**config.mk**
```make
export PLATFORM = sky130hd
export DESIGN_NAME = roi_binary_grid
export DESIGN_NICKNAME = d
export VERILOG_FILES = /design/src/rtl/roi_binary_grid.sv
export SDC_FILE = /design/constraint.sdc
export NUM_CORES = 2
export LEC_CHECK = 0
export BUFFER_PORTS_ARGS = -buffer_cell sky130_fd_sc_hd__buf_2
export CAP_MARGIN = 20
export CORE_ASPECT_RATIO = 1.5
export CORE_UTILIZATION = 40
export DETAILED_ROUTE_END_ITERATION = 10
export PLACE_DENSITY = 0.53
export REMOVE_ABC_BUFFERS = 1
export SETUP_SLACK_MARGIN = 0.02
export SLEW_MARGIN = 20
export SYNTH_ARGS = -nofsm -noshare
export SYNTH_HDL_FRONTEND = slang
export SYNTH_SLANG_ARGS = --single-unit
```
**constraint.sdc**
```tcl
create_clock -name pixel_clk -period 13.7 [get_ports pixel_clk]
set_clock_uncertainty 0.1 [all_clocks]
set_input_delay 1.37 -clock pixel_clk [delete_from_list [all_inputs] [get_ports pixel_clk]]
set_output_delay 1.37 -clock pixel_clk [all_outputs]
set_load 0.02 [all_outputs]
```
**src/rtl/roi_binary_grid.sv**
```systemverilog
// Crops a square ROI out of an RGB565 stream, thresholds it to one bit per pixel and
// majority-votes each CELLxCELL block into a GRIDxGRID ping-pong bitmap read by (x,y).
module roi_binary_grid #(
  parameter int ROI_X0 = 116,
  parameter int ROI_Y0 = 100,
  parameter int CELL   = 10,
  parameter int GRID   = 28,
  parameter int THRESH = 128,
  parameter int MAJ    = 50
) (
  input  logic        pixel_clk,
  input  logic        sys_rst,
  input  logic        frame_start,
  input  logic [10:0] pixel_x,
  input  logic [10:0] pixel_y,
  input  logic [15:0] pixel_in,
  input  logic        pixel_valid,
  input  logic        invert,
  input  logic [4:0]  rd_x,
  input  logic [4:0]  rd_y,
  output logic        rd_data,
  output logic        frame_done,
  output logic        busy
);

  localparam int EDGE = GRID * CELL;
  localparam int NB   = GRID * GRID;
  localparam int IW   = $clog2(NB);

  function automatic logic [7:0] to_gray(input logic [15:0] px);
    logic [7:0]  r8, g8, b8;
    logic [15:0] acc;
    r8  = {px[15:11], px[15:13]};
    g8  = {px[10:5], px[10:9]};
    b8  = {px[4:0], px[4:2]};
    acc = 16'd77 * {8'd0, r8} + 16'd150 * {8'd0, g8} + 16'd29 * {8'd0, b8};
    return acc[15:8];
  endfunction

  logic        in_roi;
  logic        vld_p1, roi_p1, first_p1, last_p1;
  logic [7:0]  gray_p1;

  logic [6:0]  cnt [GRID];
  logic [3:0]  sub_x, sub_y;
  logic [4:0]  col, row;
  logic        front_sel;
  logic [NB-1:0] bm0, bm1;

  logic [3:0]  cur_sx;
  logic [4:0]  cur_col;
  logic        ink, accept, close, complete, cell_bit;
  logic [6:0]  cnt_new;
  logic [IW-1:0] widx, ridx;

  assign in_roi = (pixel_x >= 11'(ROI_X0)) && (pixel_x < 11'(ROI_X0 + EDGE)) &&
                  (pixel_y >= 11'(ROI_Y0)) && (pixel_y < 11'(ROI_Y0 + EDGE));

  // stage 1: grayscale and position flags
  always_ff @(posedge pixel_clk) begin
    if (sys_rst || frame_start) begin
      vld_p1 <= 1'b0;
      roi_p1 <= 1'b0;
    end else begin
      vld_p1 <= pixel_valid;
      roi_p1 <= in_roi;
    end
    gray_p1  <= to_gray(pixel_in);
    first_p1 <= (pixel_x == 11'(ROI_X0));
    last_p1  <= (pixel_x == 11'(ROI_X0 + EDGE - 1));
  end

  // stage 2: threshold, cell accumulation, cell close
  always_comb begin
    cur_sx   = first_p1 ? 4'd0 : sub_x;
    cur_col  = first_p1 ? 5'd0 : col;
    ink      = (gray_p1 < 8'(THRESH)) ^ invert;
    accept   = vld_p1 && roi_p1 && !frame_start &&
               (row < 5'(GRID)) && (cur_col < 5'(GRID));
    cnt_new  = accept ? cnt[cur_col] + {6'd0, ink} : 7'd0;
    close    = accept && (cur_sx == 4'(CELL - 1)) && (sub_y == 4'(CELL - 1));
    complete = close && (row == 5'(GRID - 1)) && (cur_col == 5'(GRID - 1));
    cell_bit = (cnt_new >= 7'(MAJ));
    widx     = IW'(row) * IW'(GRID) + IW'(cur_col);
    ridx     = IW'(rd_y) * IW'(GRID) + IW'(rd_x);
  end

  always_ff @(posedge pixel_clk) begin
    if (sys_rst) begin
      for (int i = 0; i < GRID; i++) cnt[i] <= '0;
      sub_x      <= '0;
      sub_y      <= '0;
      col        <= '0;
      row        <= '0;
      front_sel  <= 1'b0;
      bm0        <= '0;
      bm1        <= '0;
      frame_done <= 1'b0;
      busy       <= 1'b0;
    end else begin
      frame_done <= 1'b0;
      if (frame_start) begin
        for (int i = 0; i < GRID; i++) cnt[i] <= '0;
        sub_x <= '0;
        sub_y <= '0;
        col   <= '0;
        row   <= '0;
        busy  <= 1'b0;
      end else if (accept) begin
        busy <= !complete;
        if (close) begin
          cnt[cur_col] <= '0;
          // the back buffer is whichever one is not currently front
          if (front_sel) bm0[widx] <= cell_bit;
          else           bm1[widx] <= cell_bit;
        end else begin
          cnt[cur_col] <= cnt_new;
        end
        if (complete) begin
          front_sel  <= ~front_sel;
          frame_done <= 1'b1;
        end
        if (cur_sx == 4'(CELL - 1)) begin
          sub_x <= '0;
          col   <= cur_col + 5'd1;
        end else begin
          sub_x <= cur_sx + 4'd1;
          col   <= cur_col;
        end
        if (last_p1) begin
          if (sub_y == 4'(CELL - 1)) begin
            sub_y <= '0;
            row   <= row + 5'd1;
          end else begin
            sub_y <= sub_y + 4'd1;
          end
        end
      end
    end
  end

  // read port: one-cycle latency from the front buffer
  always_ff @(posedge pixel_clk) begin
    if (sys_rst)
      rd_data <= 1'b0;
    else if ((rd_x < 5'(GRID)) && (rd_y < 5'(GRID)))
      rd_data <= front_sel ? bm1[ridx] : bm0[ridx];
    else
      rd_data <= 1'b0;
  end

endmodule

```
# Word level (Yosys, flattened, before mapping)
# Memories as Yosys holds them, arrays and structs flattened.
# Index checks and enable logic that the tools add are counted.
dict set report word_totals {
  reg_bits 1602
  mem_bits_ro 0
  mem_count 1
  ram_bits 196
  inputBits 53
  latch_bits 0
}
# memory words word_bits read_ports rd_ports_with_merged_regs wr line
set memory_table {}
lappend memory_table {cnt 28 7 1 0 28 44} ;# logic [6:0] cnt [GRID];
dict set report classes {
  reduce_logical 25
  addsub 9
  bitwise 34
  shifts 0
  n_lt_le_gt_ge 13
  muxes 63
  n_mul 5
  n_eq_ne 6
  div 0
}
# operator n
set ops {}
lappend ops {{bitwise mux 784 bit} 2}
lappend ops {{two-way mux 7 bit} 31}
lappend ops {{multiplier 7 x 8 -> 15 bit (first input constant)} 2}
lappend ops {{bitwise OR 1 bit} 29}
lappend ops {{greater-or-equal comparator 11 x 7 -> 1 bit (second input constant)} 2}
lappend ops {{less-than comparator 10 x 11 -> 1 bit (second input constant)} 2}
lappend ops {{less-than comparator 11 x 9 -> 1 bit (second input constant)} 2}
lappend ops {{two-way mux 1 bit} 21}
lappend ops {{adder 10 x 5 -> 10 bit} 2}
lappend ops {{binary-select mux 1 bit (select 10 bit)} 2}
lappend ops {{less-than comparator 5 bit (second input constant)} 4}
lappend ops {{adder 15 x 16 -> 16 bit} 1}
lappend ops {{adder 16 x 13 -> 16 bit} 1}
lappend ops {{multiplier 5 x 3 -> 8 bit (second input constant)} 2}
lappend ops {{two-way mux 5 bit} 3}
lappend ops {{logical AND 1 bit} 13}
lappend ops {{multiplier 5 x 8 -> 13 bit (first input constant)} 1}
lappend ops {{two-way mux 4 bit} 3}
lappend ops {{equality test 11 x 7 -> 1 bit (second input constant)} 1}
lappend ops {{equality test 11 x 9 -> 1 bit (second input constant)} 1}
lappend ops {{adder 5 x 1 -> 5 bit (second input constant)} 2}
lappend ops {{demux 1 bit (select 10 bit)} 1}
lappend ops {{equality test 5 bit (second input constant)} 2}
lappend ops {{greater-or-equal comparator 10 x 1 -> 1 bit (second input constant)} 1}
lappend ops {{15 further kinds} 24}

# Logic depth before layout (Yosys ltp)
dict set report logic_depth {
  ltp_word 14
  ltp_mapped 25
  ltp_nobuf 25
}

# Worst setup path after synthesis
# No wires, ideal clock.
dict set report synth_timing {
  path_type {input port to flip-flop}
  start {in pixel_in[7]}
  end {reg gray_p1[7]}
  arrival_time_ps 6742
  slack_ps 6729
  n_path_buf 0
  setup_ps 129
  path_stages 22
  cell_sequence {ha_1 ha_1 inv_1 fa_1 fa_1 inv_1 ha_1 xnor2_1 fa_1 fa_1 inv_1 fa_1 fa_1 inv_1 ha_1 a21o_1 a221oi_1 o21ai_0 a31oi_1 o21ai_0 xor2_1 xnor2_1}
}
dict set report synth_between {
  elab_chain_cells 3
}
# element line
set synth_lines {}
lappend synth_lines {{from (decl)} 16} ;# input logic [15:0] pixel_in,
lappend synth_lines {{multiplier 7 x 8 -> 15 bit} 36} ;# acc = 16'd77 * {8'd0, r8} + 16'd150 * {8'd0, g8} + 16'd29 * {8'd0, b8};
lappend synth_lines {{adder 15 x 16 -> 16 bit} 36}
lappend synth_lines {{adder 16 x 13 -> 16 bit} 36}
lappend synth_lines {{to (signal assigned)} 68} ;# gray_p1 <= to_gray(pixel_in);
lappend synth_lines {{to (decl)} 42} ;# logic [7:0] gray_p1;
# No other way between the ends.
# A chain may end at the register's enable or synchronous reset.

# Worst setup path after layout
dict set report layout_timing {
  start {reg col[0]}
  end {reg bm1[256]}
}
dict set report layout_between {
  elab_chain_cells 7
  word_cells_on_any_way 17
}
# element line
set layout_lines {}
lappend layout_lines {{from (decl)} 46} ;# logic [4:0] col, row;
lappend layout_lines {{from (signal assigned)} 125} ;# col <= cur_col + 5'd1;
lappend layout_lines {{from (signal assigned)} 128} ;# col <= cur_col;
lappend layout_lines {{two-way mux 5 bit *} 76} ;# cur_col = first_p1 ? 5'd0 : col;
lappend layout_lines {{parallel branches: the longest is 6 deep, another holds memory (28 x 7 bit)} --}
lappend layout_lines {{to (signal, indexed assignment)} 115} ;# else bm1[widx] <= cell_bit;
lappend layout_lines {{to (decl)} 48} ;# logic [NB-1:0] bm0, bm1;
# Every way passes the cells marked *.

==> flow_metrics.py <==
metrics = {
    "timing": {
        "worst_pin_slew_ns": 1.36,
        "fin_ws_ns": 5.73,
        "fin_setup_tns_ns": 0,
        "finalCritPeriodShare_pct": 58.2,
        "period_needed_ns": 7.97,
        "max_slew_margin_pct": 9.10,
        "rsz0062_at_grt": "no",
        "hold_viol_final": 0,
        "slew_violations": 0,
        "fmax_mhz": 125,
        "setup_viol_count_final": 0,
    },
    "routing": {
        "wl_per_cell_um": 27.3,
        "routed_wl_um": 307000,
        "viasPerCell": 6.25,
        "drc": 1,
        "antenna_left": 0,
        "drt_iter0_markers": 6383,
        "dr.pass1.iters": 10,
        "vias": 70246,
    },
    "setup_path": {
        "cp_cell_sequence": "buf_4 > buf_4 > inv_2 > o2bb2ai_1 > a2111oi_0 > a211oi_1 > or2_2 > ha_1 > o32a_1 > a211oi_1 > mux2i_4 > a311oi_4 > buf_4 > buf_4 > buf_12 > a211oi_1",
        "cpMostUsedCell": "buf_4",
        "path_max_fanout": 147,
        "critPathKind": "reg2reg",
        "critPathLaunch": "col[0]",
        "r2r-start": "col[0]",
        "slowest_stage": "a2111oi_0",
        "cp-start-kind": "flop",
        "cp-end-kind": "flop",
        "worstPathRequired_ns": 14.28,
        "arrival_ns": 8.56,
        "cp_slowest_stage_delay_ns": 0.82,
    },
    "cts": {
        "holdBufCountCts": 0,
        "cts_resized": 0,
        "clk_pin_slew_ns": 0.06,
        "cts_max_level": 4,
        "cts_sinks": 1819,
        "cts_tree": "yes",
        "clk_latency_ns": 0.87,
        "numCtsBuffers": 187,
        "clk_path_buf_depth": 4,
        "clockRootBuffer": "clkbuf_16",
        "post_cts_buffers": 0,
    },
    "hold_path": {
        "hold_start": "bm1[771]",
        "hold_class": "reg2reg",
    },
    "global_route": {
        "grt_max_degree": 226,
        "gr-total-overflow": 0,
        "antenna_found_initial": 9,
        "track_usage_pct": 27.4,
        "grt_pass1_vias": 67872,
        "grt_pass1_wl_um": 456000,
    },
    "cells_and_area": {
        "fillerInstances": 20353,
        "nNetsFinal": 8504,
        "synthToLayoutAreaGrowth_pct": 9.44,
        "finalNonFillerCells": 11247,
        "layout-drive-gt1-share_pct": 13.8,
    },
    "yosys": {
        "synth_top_area_share_pct": 36.9,
        "ys.flop_type": "dfxtp_1",
        "synth_area_leader_cell": "dfxtp_1",
        "syn_inst": 8650,
        "synth_common_cells": "dfxtp_1, a211oi_1, nor2_1",
        "async_reset_ff_share_pct": 0,
        "ys_ff_latch": 1819,
        "yosysWarningCount": 0,
        "ys_seq_area_share_pct": 44.7,
        "synth_most_common_cell": "dfxtp_1",
        "synth.distinct_cells": 90,
        "ys_top_cells_by_area": "dfxtp_1, mux4_2, a211oi_1",
        "synthesis.area_um2": 86400,
        "synth.avg_cell_area_um2": 9.99,
        "synth_edf_count": 224,
    },
    "place": {
        "numPlacedInstances": 10917,
        "dp_slack_ns": 5.86,
        "hpwl_um": 193000,
        "port_buffers": 53,
        "gp_congestion": 0.904,
    },
    "pwr": {
        "p_clk_share_pct": 43.1,
        "pwr-share-comb_pct": 11.4,
        "p_seq_share_pct": 45.6,
        "ir_drop_mv": 0.0950,
        "power_density_nw_per_um2": 126,
        "switching_share_pct": 26.2,
        "p_int_mw": 8.82,
        "switchingPower_mw": 3.13,
        "p_leak_nw": 30.8,
    },
    "die": {
        "fp.coreArea_um2": 214000,
        "start_util_pct": 40.3,
        "die_w_um": 382,
        "ioPinCount": 56,
        "die_height_um": 571,
        "rows": 208,
        "dieArea_um2": 218000,
    },
    "run_status": {
        "status": "finished, violations left",
        "violations": "DRC",
    },
    "flow_run": {
        "drv_cap": 0,
    },
}
state kept, by name, indices dropped and copies added (netlist names), 4 cells and up:
signal,flops
bm0,784
bm1,784
cnt,224
col,5
row,5
sub_x,4
sub_y,4
worst max-delay path, delay by kind of cell (launching register included):
kind / cells / cell delay, ns
AO/OA/AOI/OAI: 7 / 2.50
adder cells (fa/ha/maj): 1 / 0.29
buffers and inverters: 6 / 3.34
flip-flops: 1 / 0.47
multiplexers: 1 / 0.31
AND/OR/NAND/NOR: 1 / 0.34
cell usage in the layout, fill, tap and decap left out, types with 14 or more instances in the layout:
master / n
dfxtp_1: 1592
a211oi_1: 1209
nor2_1: 1180
a21oi_1: 1092
mux4_2: 440
a31oi_1: 397
o21bai_1: 391
edfxtp_1: 224
clkbuf_16: 188
nand2_1: 150
buf_4: 142
inv_1: 121
nor2_2: 121
ha_1: 109
nand3_1: 100
fa_1: 65
a22oi_1: 63
mux2i_1: 60
buf_2: 51
o21ai_0: 49
clkbuf_1: 44
a221oi_1: 43
clkbuf_8: 41
clkinv_2: 35
nor2b_1: 28
conb_1: 28
xnor2_1: 27
nor3_1: 27
a22o_1: 27
o22ai_1: 22
nand2_2: 19
o21ai_1: 19
mux2_2: 17
xor2_1: 14
nand4_1: 14
buf_12: 14
stage by stage:
step / utilization [%] / cell area (µm²) / total power, mW / hold WS (ns)
6_report: 44.1 / 94600 / 11.9 / 0.398
5_1_grt: 44.1 / 94600 / 12.4 / 0.405
4_1_cts: 44.1 / 94600 / 12.0 / 0.393
3_5_place_dp: 41.3 / 88600 / 6.93 / 0.386
3_3_place_gp: 41.3 / 88500 / 6.94 / 0.370
2_1_floorplan: - / 83000 / 6.37 / 0.359
layer usage:
metal / track usage (%) / wire (µm) / share of wire [%] / up-vias
met1: 32.2 / 116000 / 38 / 34800
met2: 47.1 / 152000 / 49 / 2642
li1: - / - / - / 32063
met5: 0 / 80 / 0.026 / -
met3: 3.69 / 17400 / 5.7 / 729
met4: 17.7 / 21800 / 7.1 / 12
power by group through the flow:
stage | sequential, mW | combinational, mW | clock [mW]
2_1_floorplan | 5.55 | 0.823 | 0
3_3_place_gp | 5.56 | 1.38 | 0
3_5_place_dp | 5.56 | 1.37 | 0
4_1_cts | 5.44 | 1.37 | 5.22
5_1_grt | 5.44 | 1.50 | 5.42
6_report | 5.44 | 1.36 | 5.14
cell families after synthesis:
| logic type | count (synthesis) | share of synthesized area, % |
|---|---|---|
| compound gates | 3411 | 26.0 |
| xor+xnor | 48 | 0.513 |
| fa+ha+maj | 179 | 3.16 |
| buf+inv | 935 | 4.62 |
| flops | 1819 | 44.7 |
| mux | 520 | 12.4 |
| other cells | 1 | 0.00434 |
| simple gates | 1737 | 8.56 |
layout make-up:
type	count	area, µm²	share of cell area [%]
Tap cell	2835	3550	3.75
Clock inverter	55	561	0.593
Clock buffer	273	5430	5.75
Multi-Input combinational cell	5923	44200	46.7
Sequential cell	1819	38700	40.9
Antenna cell	1	2.50	0.00265
Timing Repair Buffer	214	1690	1.79
Inverter	127	477	0.504
path summary, 6_finish.rpt:
kind | slack, ns | depth (start not counted) | to
setup / recovery | 5.73 | 16 | bm1[256]
hold reg to reg | 0.40 | 2 | bm1[771]
setup reg to reg | 5.73 | 16 | bm1[256]
hold / removal | 0.40 | 2 | bm1[771]
Note: power is estimated with default switching activity, not from simulation.
